===== config.mk =====
export PLATFORM = sky130hd
export DESIGN_NAME = mc_datapath_flat
export DESIGN_NICKNAME = d
export VERILOG_FILES = /design/src/rtl/mc_datapath_if.sv /design/src/rtl/mc_datapath.sv /design/src/flat_wrapper.sv
export SDC_FILE = /design/constraint.sdc
export NUM_CORES = 2
export LEC_CHECK = 0
export BUFFER_PORTS_ARGS = -buffer_cell sky130_fd_sc_hd__buf_2
export CELL_PAD_IN_SITES_DETAIL_PLACEMENT = 0
export CELL_PAD_IN_SITES_GLOBAL_PLACEMENT = 1
export CORE_AREA = 10 10 611 613
export DETAILED_ROUTE_END_ITERATION = 6
export DIE_AREA = 0 0 621 623
export PLACE_DENSITY = 0.6
export SKIP_CTS_REPAIR_TIMING = 1
export SYNTH_ARGS = -nofsm -noshare
export SYNTH_HDL_FRONTEND = slang
export SYNTH_SLANG_ARGS = --single-unit
export TNS_END_PERCENT = 30

===== constraint.sdc =====
create_clock -name clk -period 8.4 [get_ports clk]
set_clock_uncertainty 0.1 [all_clocks]
set_input_delay 2.1 -clock clk [delete_from_list [all_inputs] [get_ports clk]]
set_output_delay 2.1 -clock clk [all_outputs]
set_load 0.01 [all_outputs]

===== src/rtl/mc_datapath_if.sv =====
// Instruction-fetch and data-memory bus between mc_datapath (master) and the memories (slave).
interface mc_datapath_if #(
    parameter int WORD      = 64,
    parameter int INST_SIZE = 32
);
    logic                 imem_req;
    logic [WORD-1:0]      imem_addr;
    logic                 imem_ack;
    logic [INST_SIZE-1:0] imem_rdata;

    logic                 dmem_req;
    logic                 dmem_we;
    logic [WORD-1:0]      dmem_addr;
    logic [WORD-1:0]      dmem_wdata;
    logic                 dmem_ack;
    logic [WORD-1:0]      dmem_rdata;

    modport master (
        output imem_req, imem_addr, dmem_req, dmem_we, dmem_addr, dmem_wdata,
        input  imem_ack, imem_rdata, dmem_ack, dmem_rdata
    );

    modport slave (
        input  imem_req, imem_addr, dmem_req, dmem_we, dmem_addr, dmem_wdata,
        output imem_ack, imem_rdata, dmem_ack, dmem_rdata
    );
endinterface


===== src/rtl/mc_datapath.sv =====
// Multi-cycle LEGv8-style datapath (FETCH/DECODE/EXEC/MEM/WB) driven by an external control unit.
// Define MC_DATAPATH_PERF_EN to build the cycle / retired-instruction counters.
module mc_datapath #(
    parameter int WORD      = 64,
    parameter int NREG      = 32,
    parameter int INST_SIZE = 32
) (
    input  logic                 clk,
    input  logic                 rst,
    mc_datapath_if.master        mem,
    output logic [INST_SIZE-1:0] ir,
    input  logic                 RegWrite,
    input  logic                 Reg2Loc,
    input  logic                 ALUSrc,
    input  logic                 MemRead,
    input  logic                 MemWrite,
    input  logic                 MemtoReg,
    input  logic                 Branch,
    input  logic                 UncondBranch,
    input  logic [1:0]           ImmSel,
    input  logic [3:0]           ALUCtl,
    output logic [WORD-1:0]      pc,
    output logic [2:0]           state,
    output logic [31:0]          cyc_cnt,
    output logic [31:0]          ret_cnt
);
    typedef enum logic [2:0] {
        S_FETCH  = 3'd0,
        S_DECODE = 3'd1,
        S_EXEC   = 3'd2,
        S_MEM    = 3'd3,
        S_WB     = 3'd4
    } state_e;

    localparam logic [4:0]      ZR      = 5'(NREG - 1);
    localparam logic [WORD-1:0] PC_STEP = WORD'(4);

    state_e               state_q, state_d;
    logic [WORD-1:0]      pc_q, pc_d;
    logic [INST_SIZE-1:0] ir_q, ir_d;
    logic [WORD-1:0]      a_q, a_d;
    logic [WORD-1:0]      b_q, b_d;
    logic [WORD-1:0]      imm_q, imm_d;
    logic [WORD-1:0]      alu_q, alu_d;
    logic [WORD-1:0]      mdr_q, mdr_d;

    logic [WORD-1:0]      xreg_q [NREG];
    logic [4:0]           rs1_idx, rs2_idx, rd_idx;
    logic [WORD-1:0]      rs1_val, rs2_val;
    logic [WORD-1:0]      imm_ext, alu_b, alu_res;
    logic                 rf_we;
    logic [WORD-1:0]      rf_wdata;

    // Register reads; the top register is the hardwired zero register.
    assign rs1_idx = ir_q[9:5];
    assign rs2_idx = Reg2Loc ? ir_q[4:0] : ir_q[20:16];
    assign rd_idx  = ir_q[4:0];
    assign rs1_val = (rs1_idx == ZR) ? '0 : xreg_q[rs1_idx];
    assign rs2_val = (rs2_idx == ZR) ? '0 : xreg_q[rs2_idx];

    always_comb begin
        case (ImmSel)
            2'b00:   imm_ext = {{(WORD-9){ir_q[20]}}, ir_q[20:12]};
            2'b01:   imm_ext = {{(WORD-12){1'b0}}, ir_q[21:10]};
            2'b10:   imm_ext = {{(WORD-19){ir_q[23]}}, ir_q[23:5]};
            default: imm_ext = {{(WORD-26){ir_q[25]}}, ir_q[25:0]};
        endcase
    end

    always_comb begin
        alu_b = ALUSrc ? imm_q : b_q;
        case (ALUCtl)
            4'b0000: alu_res = a_q & alu_b;
            4'b0001: alu_res = a_q | alu_b;
            4'b0010: alu_res = a_q + alu_b;
            4'b0110: alu_res = a_q - alu_b;
            4'b0111: alu_res = alu_b;
            default: alu_res = '0;
        endcase
    end

    // NOTE: every always_comb output gets a default before the case so no path leaves it unassigned (no latches).
    always_comb begin
        state_d  = state_q;
        pc_d     = pc_q;
        ir_d     = ir_q;
        a_d      = a_q;
        b_d      = b_q;
        imm_d    = imm_q;
        alu_d    = alu_q;
        mdr_d    = mdr_q;
        rf_we    = 1'b0;
        rf_wdata = '0;
        case (state_q)
            S_FETCH: begin
                if (mem.imem_ack) begin
                    ir_d    = mem.imem_rdata;
                    state_d = S_DECODE;
                end
            end
            S_DECODE: begin
                a_d     = rs1_val;
                b_d     = rs2_val;
                imm_d   = imm_ext;
                state_d = S_EXEC;
            end
            S_EXEC: begin
                alu_d = alu_res;
                if (Branch || UncondBranch) begin
                    pc_d    = (UncondBranch || (alu_res == '0)) ? pc_q + (imm_q << 2) : pc_q + PC_STEP;
                    state_d = S_FETCH;
                end else if (MemRead || MemWrite) begin
                    state_d = S_MEM;
                end else begin
                    state_d = S_WB;
                end
            end
            S_MEM: begin
                if (mem.dmem_ack) begin
                    if (MemWrite) begin
                        pc_d    = pc_q + PC_STEP;
                        state_d = S_FETCH;
                    end else begin
                        mdr_d   = mem.dmem_rdata;
                        state_d = S_WB;
                    end
                end
            end
            S_WB: begin
                rf_we    = RegWrite && (rd_idx != ZR);
                rf_wdata = MemtoReg ? mdr_q : alu_q;
                pc_d     = pc_q + PC_STEP;
                state_d  = S_FETCH;
            end
            default: state_d = S_FETCH;
        endcase
    end

    // NOTE: sequential state uses non-blocking assignments so every flop samples pre-edge values.
    always_ff @(posedge clk) begin
        if (rst) begin
            state_q <= S_FETCH;
            pc_q    <= '0;
            ir_q    <= '0;
            a_q     <= '0;
            b_q     <= '0;
            imm_q   <= '0;
            alu_q   <= '0;
            mdr_q   <= '0;
        end else begin
            state_q <= state_d;
            pc_q    <= pc_d;
            ir_q    <= ir_d;
            a_q     <= a_d;
            b_q     <= b_d;
            imm_q   <= imm_d;
            alu_q   <= alu_d;
            mdr_q   <= mdr_d;
        end
    end

    // NOTE: the register file is deliberately not reset so it maps onto plain RAM/flop arrays without a reset net.
    always_ff @(posedge clk) begin
        if (!rst && rf_we) begin
            xreg_q[rd_idx] <= rf_wdata;
        end
    end

    // A fetch request raised while rst is held would be fetched into a state about to be cleared.
    assign mem.imem_req   = (state_q == S_FETCH) && !rst;
    assign mem.imem_addr  = pc_q;
    assign mem.dmem_req   = (state_q == S_MEM);
    assign mem.dmem_we    = (state_q == S_MEM) && MemWrite;
    assign mem.dmem_addr  = alu_q;
    assign mem.dmem_wdata = b_q;

    assign ir    = ir_q;
    assign pc    = pc_q;
    assign state = state_q;

`ifdef MC_DATAPATH_PERF_EN
    logic [31:0] cyc_cnt_q, cyc_cnt_d;
    logic [31:0] ret_cnt_q, ret_cnt_d;
    logic        retire;

    // An instruction retires on any return to FETCH from a completing state.
    assign retire = (state_d == S_FETCH) && (state_q inside {S_EXEC, S_MEM, S_WB});

    always_comb begin
        cyc_cnt_d = cyc_cnt_q + 32'd1;
        ret_cnt_d = retire ? ret_cnt_q + 32'd1 : ret_cnt_q;
    end

    always_ff @(posedge clk) begin
        if (rst) begin
            cyc_cnt_q <= '0;
            ret_cnt_q <= '0;
        end else begin
            cyc_cnt_q <= cyc_cnt_d;
            ret_cnt_q <= ret_cnt_d;
        end
    end

    assign cyc_cnt = cyc_cnt_q;
    assign ret_cnt = ret_cnt_q;
`else
    assign cyc_cnt = '0;
    assign ret_cnt = '0;
`endif
endmodule


===== src/flat_wrapper.sv =====
// flat-port wrapper written by rule: the top's interface ports become plain ports
module mc_datapath_flat 
#(
    parameter int WORD      = 64,
    parameter int NREG      = 32,
    parameter int INST_SIZE = 32
)
  (clk, rst, ir, RegWrite, Reg2Loc, ALUSrc, MemRead, MemWrite, MemtoReg, Branch, UncondBranch, ImmSel, ALUCtl, pc, state, cyc_cnt, ret_cnt, mem_imem_req, mem_imem_addr, mem_dmem_req, mem_dmem_we, mem_dmem_addr, mem_dmem_wdata, mem_imem_ack, mem_imem_rdata, mem_dmem_ack, mem_dmem_rdata);
  mc_datapath_if #(.WORD(WORD), .INST_SIZE(INST_SIZE)) mem_i ();
  input  logic clk;
  input  logic rst;
  output logic [INST_SIZE-1:0] ir;
  input  logic RegWrite;
  input  logic Reg2Loc;
  input  logic ALUSrc;
  input  logic MemRead;
  input  logic MemWrite;
  input  logic MemtoReg;
  input  logic Branch;
  input  logic UncondBranch;
  input  logic [1:0] ImmSel;
  input  logic [3:0] ALUCtl;
  output logic [WORD-1:0] pc;
  output logic [2:0] state;
  output logic [31:0] cyc_cnt;
  output logic [31:0] ret_cnt;
  output wire logic [$bits(mem_i.imem_req)-1:0] mem_imem_req;
  output wire logic [$bits(mem_i.imem_addr)-1:0] mem_imem_addr;
  output wire logic [$bits(mem_i.dmem_req)-1:0] mem_dmem_req;
  output wire logic [$bits(mem_i.dmem_we)-1:0] mem_dmem_we;
  output wire logic [$bits(mem_i.dmem_addr)-1:0] mem_dmem_addr;
  output wire logic [$bits(mem_i.dmem_wdata)-1:0] mem_dmem_wdata;
  input wire logic [$bits(mem_i.imem_ack)-1:0] mem_imem_ack;
  input wire logic [$bits(mem_i.imem_rdata)-1:0] mem_imem_rdata;
  input wire logic [$bits(mem_i.dmem_ack)-1:0] mem_dmem_ack;
  input wire logic [$bits(mem_i.dmem_rdata)-1:0] mem_dmem_rdata;
  assign mem_imem_req = mem_i.imem_req;
  assign mem_imem_addr = mem_i.imem_addr;
  assign mem_dmem_req = mem_i.dmem_req;
  assign mem_dmem_we = mem_i.dmem_we;
  assign mem_dmem_addr = mem_i.dmem_addr;
  assign mem_dmem_wdata = mem_i.dmem_wdata;
  assign mem_i.imem_ack = mem_imem_ack;
  assign mem_i.imem_rdata = mem_imem_rdata;
  assign mem_i.dmem_ack = mem_dmem_ack;
  assign mem_i.dmem_rdata = mem_dmem_rdata;
  mc_datapath #(.WORD(WORD), .NREG(NREG), .INST_SIZE(INST_SIZE)) u_core (.clk(clk), .rst(rst), .mem(mem_i), .ir(ir), .RegWrite(RegWrite), .Reg2Loc(Reg2Loc), .ALUSrc(ALUSrc), .MemRead(MemRead), .MemWrite(MemWrite), .MemtoReg(MemtoReg), .Branch(Branch), .UncondBranch(UncondBranch), .ImmSel(ImmSel), .ALUCtl(ALUCtl), .pc(pc), .state(state), .cyc_cnt(cyc_cnt), .ret_cnt(ret_cnt));
endmodule

**Word-level counts from Yosys, hierarchy flattened**

Memory sizes are Yosys's and may differ from the RTL's. A register that Yosys moved wholly into a read port is not among the register bits.
Cells that the tools add are included.

- Mux-type cells: 24
- Add/subtract/negate cells: 4
- Bitwise gates (word level): 3
- Eq/ne operators: 17
- Reductions and logical operators: 17

Operator list:

| cell | count |
|---|---|
| 64-bit two-way mux | 9 |
| 64-bit case mux with 3 select lines | 2 |
| 64-bit case mux with 5 select lines | 1 |
| 64-bit adder | 2 |
| 64-bit by 3-bit adder with 64-bit output (second input constant) | 1 |
| 64-bit bitwise AND | 1 |
| 64-bit logical NOT | 1 |
| 64-bit bitwise OR | 1 |
| 64-bit subtractor | 1 |
| 3-bit two-way mux | 5 |
| 5-bit two-way mux | 3 |
| 3-bit case mux with 4 select lines | 1 |
| 5-bit equality test (second input constant) | 2 |
| 4-bit by 3-bit equality test with 1-bit output (second input constant) | 2 |
| 3-bit by 2-bit equality test with 1-bit output (second input constant) | 2 |
| 5-bit inequality test (second input constant) | 1 |
| 4-bit by 1-bit equality test with 1-bit output (second input constant) | 1 |
| 4-bit by 2-bit equality test with 1-bit output (second input constant) | 1 |
| 1-bit logical AND | 4 |
| 4-bit logical NOT | 1 |
| 2-bit by 1-bit inequality test with 1-bit output (second input constant) | 2 |
| 2-bit inequality test (second input constant) | 2 |
| 2-bit AND reduction | 2 |
| 4-bit AND reduction | 1 |
| 12 further kinds | 16 |

- Memory bits (writable): 2048
- Memories kept: 1
- Register bits after elaboration: 419
- Input port bits: 114
- Logic and storage cells: 74
- Output and inout bits: 358

Memory list:

| name | depth | bits a word | rd ports | clocked after memory_dff | write ports | RTL line | RTL |
|---|---|---|---|---|---|---|---|
| u_core.xreg_q | 32 | 64 | 2 | 1 | 1 | mc_datapath.sv:47 | `logic [WORD-1:0] xreg_q [NREG];` |

**Logic depth before layout (Yosys ltp)**

- Depth after elaboration: 8
- Gate-level depth with buffers: 38
- Gate-level depth less buffers: 29

**Least setup slack after synthesis**

No wires, ideal clock.

- Path type: input to register
- From: in ALUSrc
- To: reg u_core.pc_q[22] (netlist: u_core.mem.imem_addr[22])
- Arrival: 8588 ps
- Setup time: 128 ps
- Stages on the path: 35
- Path slack: -416 ps
- Cell sequence: buf_6 > buf_2 > buf_6 > buf_6 > mux2i_1 > ha_1 > o21ai_1 > nor3_1 > nand2_1 > or2_2 > nor2_1 > nand3_1 > nor4_1 > nand4_1 > or3_1 > nor2_1 > nor2_1 > xnor2_1 > ha_1 > clkbuf_1 > a21oi_1 > o21a_1 > a21bo_2 > a221oi_1 > a2111oi_0 > a31o_2 > nor4_1 > o2111ai_2 > nor3_4 > and2_4 > a31o_4 > buf_6 > mux2_4 > a22oi_1 > nor2_1

- Word-level cells in the longest chain between the ends: 8
- Elaborated cells on any way between the ends: 11

RTL lines:

| what | RTL line | RTL |
|---|---|---|
| start: declaration | flat_wrapper.sv:15 | `input logic ALUSrc;` |
| 64-bit two-way mux (*) | mc_datapath.sv:71 | `alu_b = ALUSrc ? imm_q : b_q;` |
| 64-bit subtractor (tied with other cells) | mc_datapath.sv:76 | `4'b0110: alu_res = a_q - alu_b;` |
| 64-bit case mux with 5 select lines (*) | mc_datapath.sv:72 | `case (ALUCtl)` |
| 64-bit logical NOT (*) | mc_datapath.sv:110 | `pc_d = (UncondBranch \|\| (alu_res == '0)) ? pc_q + (imm_q << 2) : pc_q + PC_STEP;` |
| 1-bit logical OR (*) | mc_datapath.sv:110 |  |
| 64-bit two-way mux (*) | mc_datapath.sv:110 |  |
| 64-bit two-way mux (*) | mc_datapath.sv:109 | `if (Branch \|\| UncondBranch) begin` |
| 64-bit case mux with 3 select lines (*) | mc_datapath.sv:94 | `case (state_q)` |
| end signal: assignment | mc_datapath.sv:152 | `pc_q <= pc_d;` |
| end: declaration | mc_datapath.sv:39 | `logic [WORD-1:0] pc_q, pc_d;` |

Every way passes the cells marked *; elsewhere a longest branch is shown, timed or not. The select of a mux whose other input is x is not followed.
A chain may end at the register's enable or synchronous reset.

**Worst setup path in the final report**

- From: in ALUSrc
- To: reg u_core.pc_q[39] (netlist: u_core.mem.imem_addr[39])

Same word-level chain as after synthesis.

==> results.ini <==
[floorplan]
dieArea_um2=386900
die_w_um=621
rows=221
die_height_um=623
start_util_pct=34.86
num_io_pins=472
core-area_um2=361100

[global_routing]
overflow=0
grt_pass1_wl_um=761600
gr-usage-all-layers_pct=26.95
grt_max_degree=131
grt_pass1_vias=96590
grt_antenna_before_repair=46

[setup_path]
arrival_ps=8800
critPathMaxFanout=11
cp_slowest_cell=o21ai_0
crit_path_start_kind=input pin
required_ps=9070
crit_type=in -> reg
crit_top_cell=buf_4
slowest_delay_ps=460
cp-end-kind=flop

[clocking]
cts_buffer_depth=4
h-tree-depth=5
clockRootBuffer=clkbuf_16
cts-buffers-inserted=279
path_clk_slew_ps=60
insertion_delay_ps=930
cts_tree=done
cts_sinks=2432

[synth]
ys.warnings.count=0
seq_area_frac_synth_pct=54.95
ys.flop_type=edfxtp_1
yosys_register_bits=2432
synth_area_leader_cell=edfxtp_1
synth_area_leaders=edfxtp_1, mux4_2, nand2_1, dfxtp_1, nand3_1
syn_area_um2=125900
ys_types=108
synth_enable_flop_cells=2048
synth.most_common_cell=nand2_1
avgSynthCellArea_um2=11.38
synthArstFlopShare_pct=0
yosys-top-cells-count=nand2_1, edfxtp_1, nand3_1
synth_top_area_share_pct=48.85
syn_inst=11060

[drt]
finalWirelength_um=546400
antenna_left=0
via_count=100500
wl_per_cell_um=32.78
drt-initial-drc-count=13000
drc=1
drt_pass1_iterations=7
viasPerCell=6.029

[cells_and_area]
final_cells=16670
layout-drive-gt1-share_pct=21.05
area_growth_pct=16.31
fin_nets=11880
final_area_um2=146400

[pwr]
ir_drop_v=0.0001390
leakagePower_nw=51.35
p_per_area_nw_per_um2=197.6
net-switching-power_mw=7.827
power_frac_seq_pct=45.7
power_mw=28.93
p_comb_share_pct=12.5
internal_power_mw=21.11
p_sw_share_pct=27.05
clockPowerShare_pct=41.7

[place]
globalplace.congestion=0.9546
dp_hpwl_um=341500
placed_area_um2=137500
portBuffers=403
place_inst=16150

[sta]
setup_tns_ps=0
rsz0062_at_grt=no
max_freq_mhz=123.1
slew_headroom_pct=2.433
worst_slew_pin_slew_ps=1433
setup_viol=0
slew_violations=0
min_period_over_period_pct=96.72
min_period_ps=8124
hold_viol=0
hold_ws_ps=352.9

[worst_hold_path]
hold_class=reg -> reg

[flow_run]
timing.max_cap.violations=1

[status]
status=finished with violations
failed_checks=DRC, capacitance limit

==> worst max-delay path: cells and delay by family <==
kind | cells | cell delay, ps
buffers and inverters | 8 | 1380
xor gates and xnor gates | 1 | 110
AOI/OAI and AO/OA | 9 | 2060
adders and majority gates | 1 | 400
and+or+nand+nor | 11 | 1990
muxes | 2 | 710
==> registers in the layout, summed over array words and instances, names as in the netlist, named ones only <==
signal,count
u_core.mdr_q,64
u_core.mem.dmem_wdata,64
u_core.xreg_q,2048
u_core.mem.imem_addr,62
u_core.imm_q,26
u_core.a_q,64
u_core.state,3
u_core.ir,32
u_core.mem.dmem_addr,64
==> per-stage QoR <==
| stage | util [%] | setup slack [ps] |
|---|---|---|
| 2_1_floorplan | - | 6.095 |
| 3_3_place_gp | 38.07 | -594.4 |
| 3_5_place_dp | 38.08 | -711.2 |
| 4_1_cts | 40.51 | 236.4 |
| 5_1_grt | 40.54 | 2.236 |
| 6_report | 40.55 | 275.8 |
==> final timing paths <==
check / startpoint / to / slack [ps] / depth (start not counted)
worst max-delay path: ALUSrc / u_core.mem.imem_addr[39]$_SDFFE_PP0P_ / 280 / 32
worst min register to register: u_core.ir[27]$_SDFFE_PP0P_ / u_core.ir[27]$_SDFFE_PP0P_ / 350 / 2
worst max register to register: u_core.imm_q[0]$_SDFFE_PP0P_ / u_core.mem.imem_addr[5]$_SDFFE_PP0P_ / 590 / 28
worst min-delay path: u_core.ir[27]$_SDFFE_PP0P_ / u_core.ir[27]$_SDFFE_PP0P_ / 350 / 2
==> power groups by stage <==
stage	Clock (mW)	Combinational, mW	Sequential [mW]
3_3_place_gp	0	3.57	13.5
5_1_grt	12.7	3.84	13.2
3_5_place_dp	0	3.56	13.5
6_report	12.1	3.63	13.2
4_1_cts	12.3	3.57	13.2
2_1_floorplan	0	2.09	13.3
==> cells in the final DEF, fill, tap and decap left out, types with 42 or more instances in the layout <==
cell / synthesis / layout
mux2i_1: 108 / 95
buf_2: 28 / 400
buf_12: 0 / 88
nand4_1: 60 / 60
mux4_2: 651 / 651
dfxtp_1: 384 / 378
clkbuf_16: 0 / 283
edfxtp_1: 2048 / 2048
clkbuf_1: 731 / 67
a311oi_1: 390 / 390
inv_1: 50 / 50
nor2_1: 515 / 421
buf_4: 131 / 671
and3_1: 174 / 173
xnor2_1: 98 / 98
nor2_2: 0 / 62
nand3_1: 1110 / 1109
nor3_1: 107 / 105
clkinv_1: 0 / 45
conb_1: 1 / 132
a21oi_1: 449 / 446
o21ai_0: 275 / 268
nand2_1: 2545 / 2544
a211oi_1: 64 / 63
a21o_1: 62 / 62
a22oi_1: 107 / 107
mux2_2: 85 / 81
o21ai_1: 35 / 42
xor2_1: 57 / 57
ha_1: 128 / 127
==> cells by family (layout without fill, tap and decap cells) <==
| logic type | Yosys count | after routing | synth area share [%] |
|---|---|---|---|
| buffers and inverters | 1046 | 1709 | 3.614 |
| flip-flops | 2432 | 2432 | 54.95 |
| XOR/XNOR | 155 | 155 | 1.078 |
| AO/OA/AOI/OAI | 1671 | 1671 | 9.019 |
| multiplexers | 855 | 855 | 13.37 |
| adder cells (fa/ha/maj) | 155 | 155 | 1.507 |
| other | 1 | 153 | 0.002979 |
| AND/OR/NAND/NOR | 4744 | 4744 | 16.45 |
==> per-layer routing <==
layer / GRT usage [%] / routed length (µm) / vias to the layer above
met5: 0 / 63 / -
met4: 10.35 / 23770 / 10
met3: 5.586 / 51220 / 1008
met2: 41.74 / 243700 / 5394
met1: 37.21 / 227600 / 51380
li1: - / - / 42700
==> layout make-up <==
type / count / area [µm²]
Tap cell: 4794 / 5998
Multi-Input combinational cell: 7712 / 53350
Fill cell: 34220 / 214700
Inverter: 51 / 191.4
Sequential cell: 2432 / 69210
Clock buffer: 357 / 7430
Timing Repair Buffer: 1162 / 8846
Antenna cell: 21 / 52.55
Clock inverter: 139 / 1353
Power figures use the tool's default switching activity.
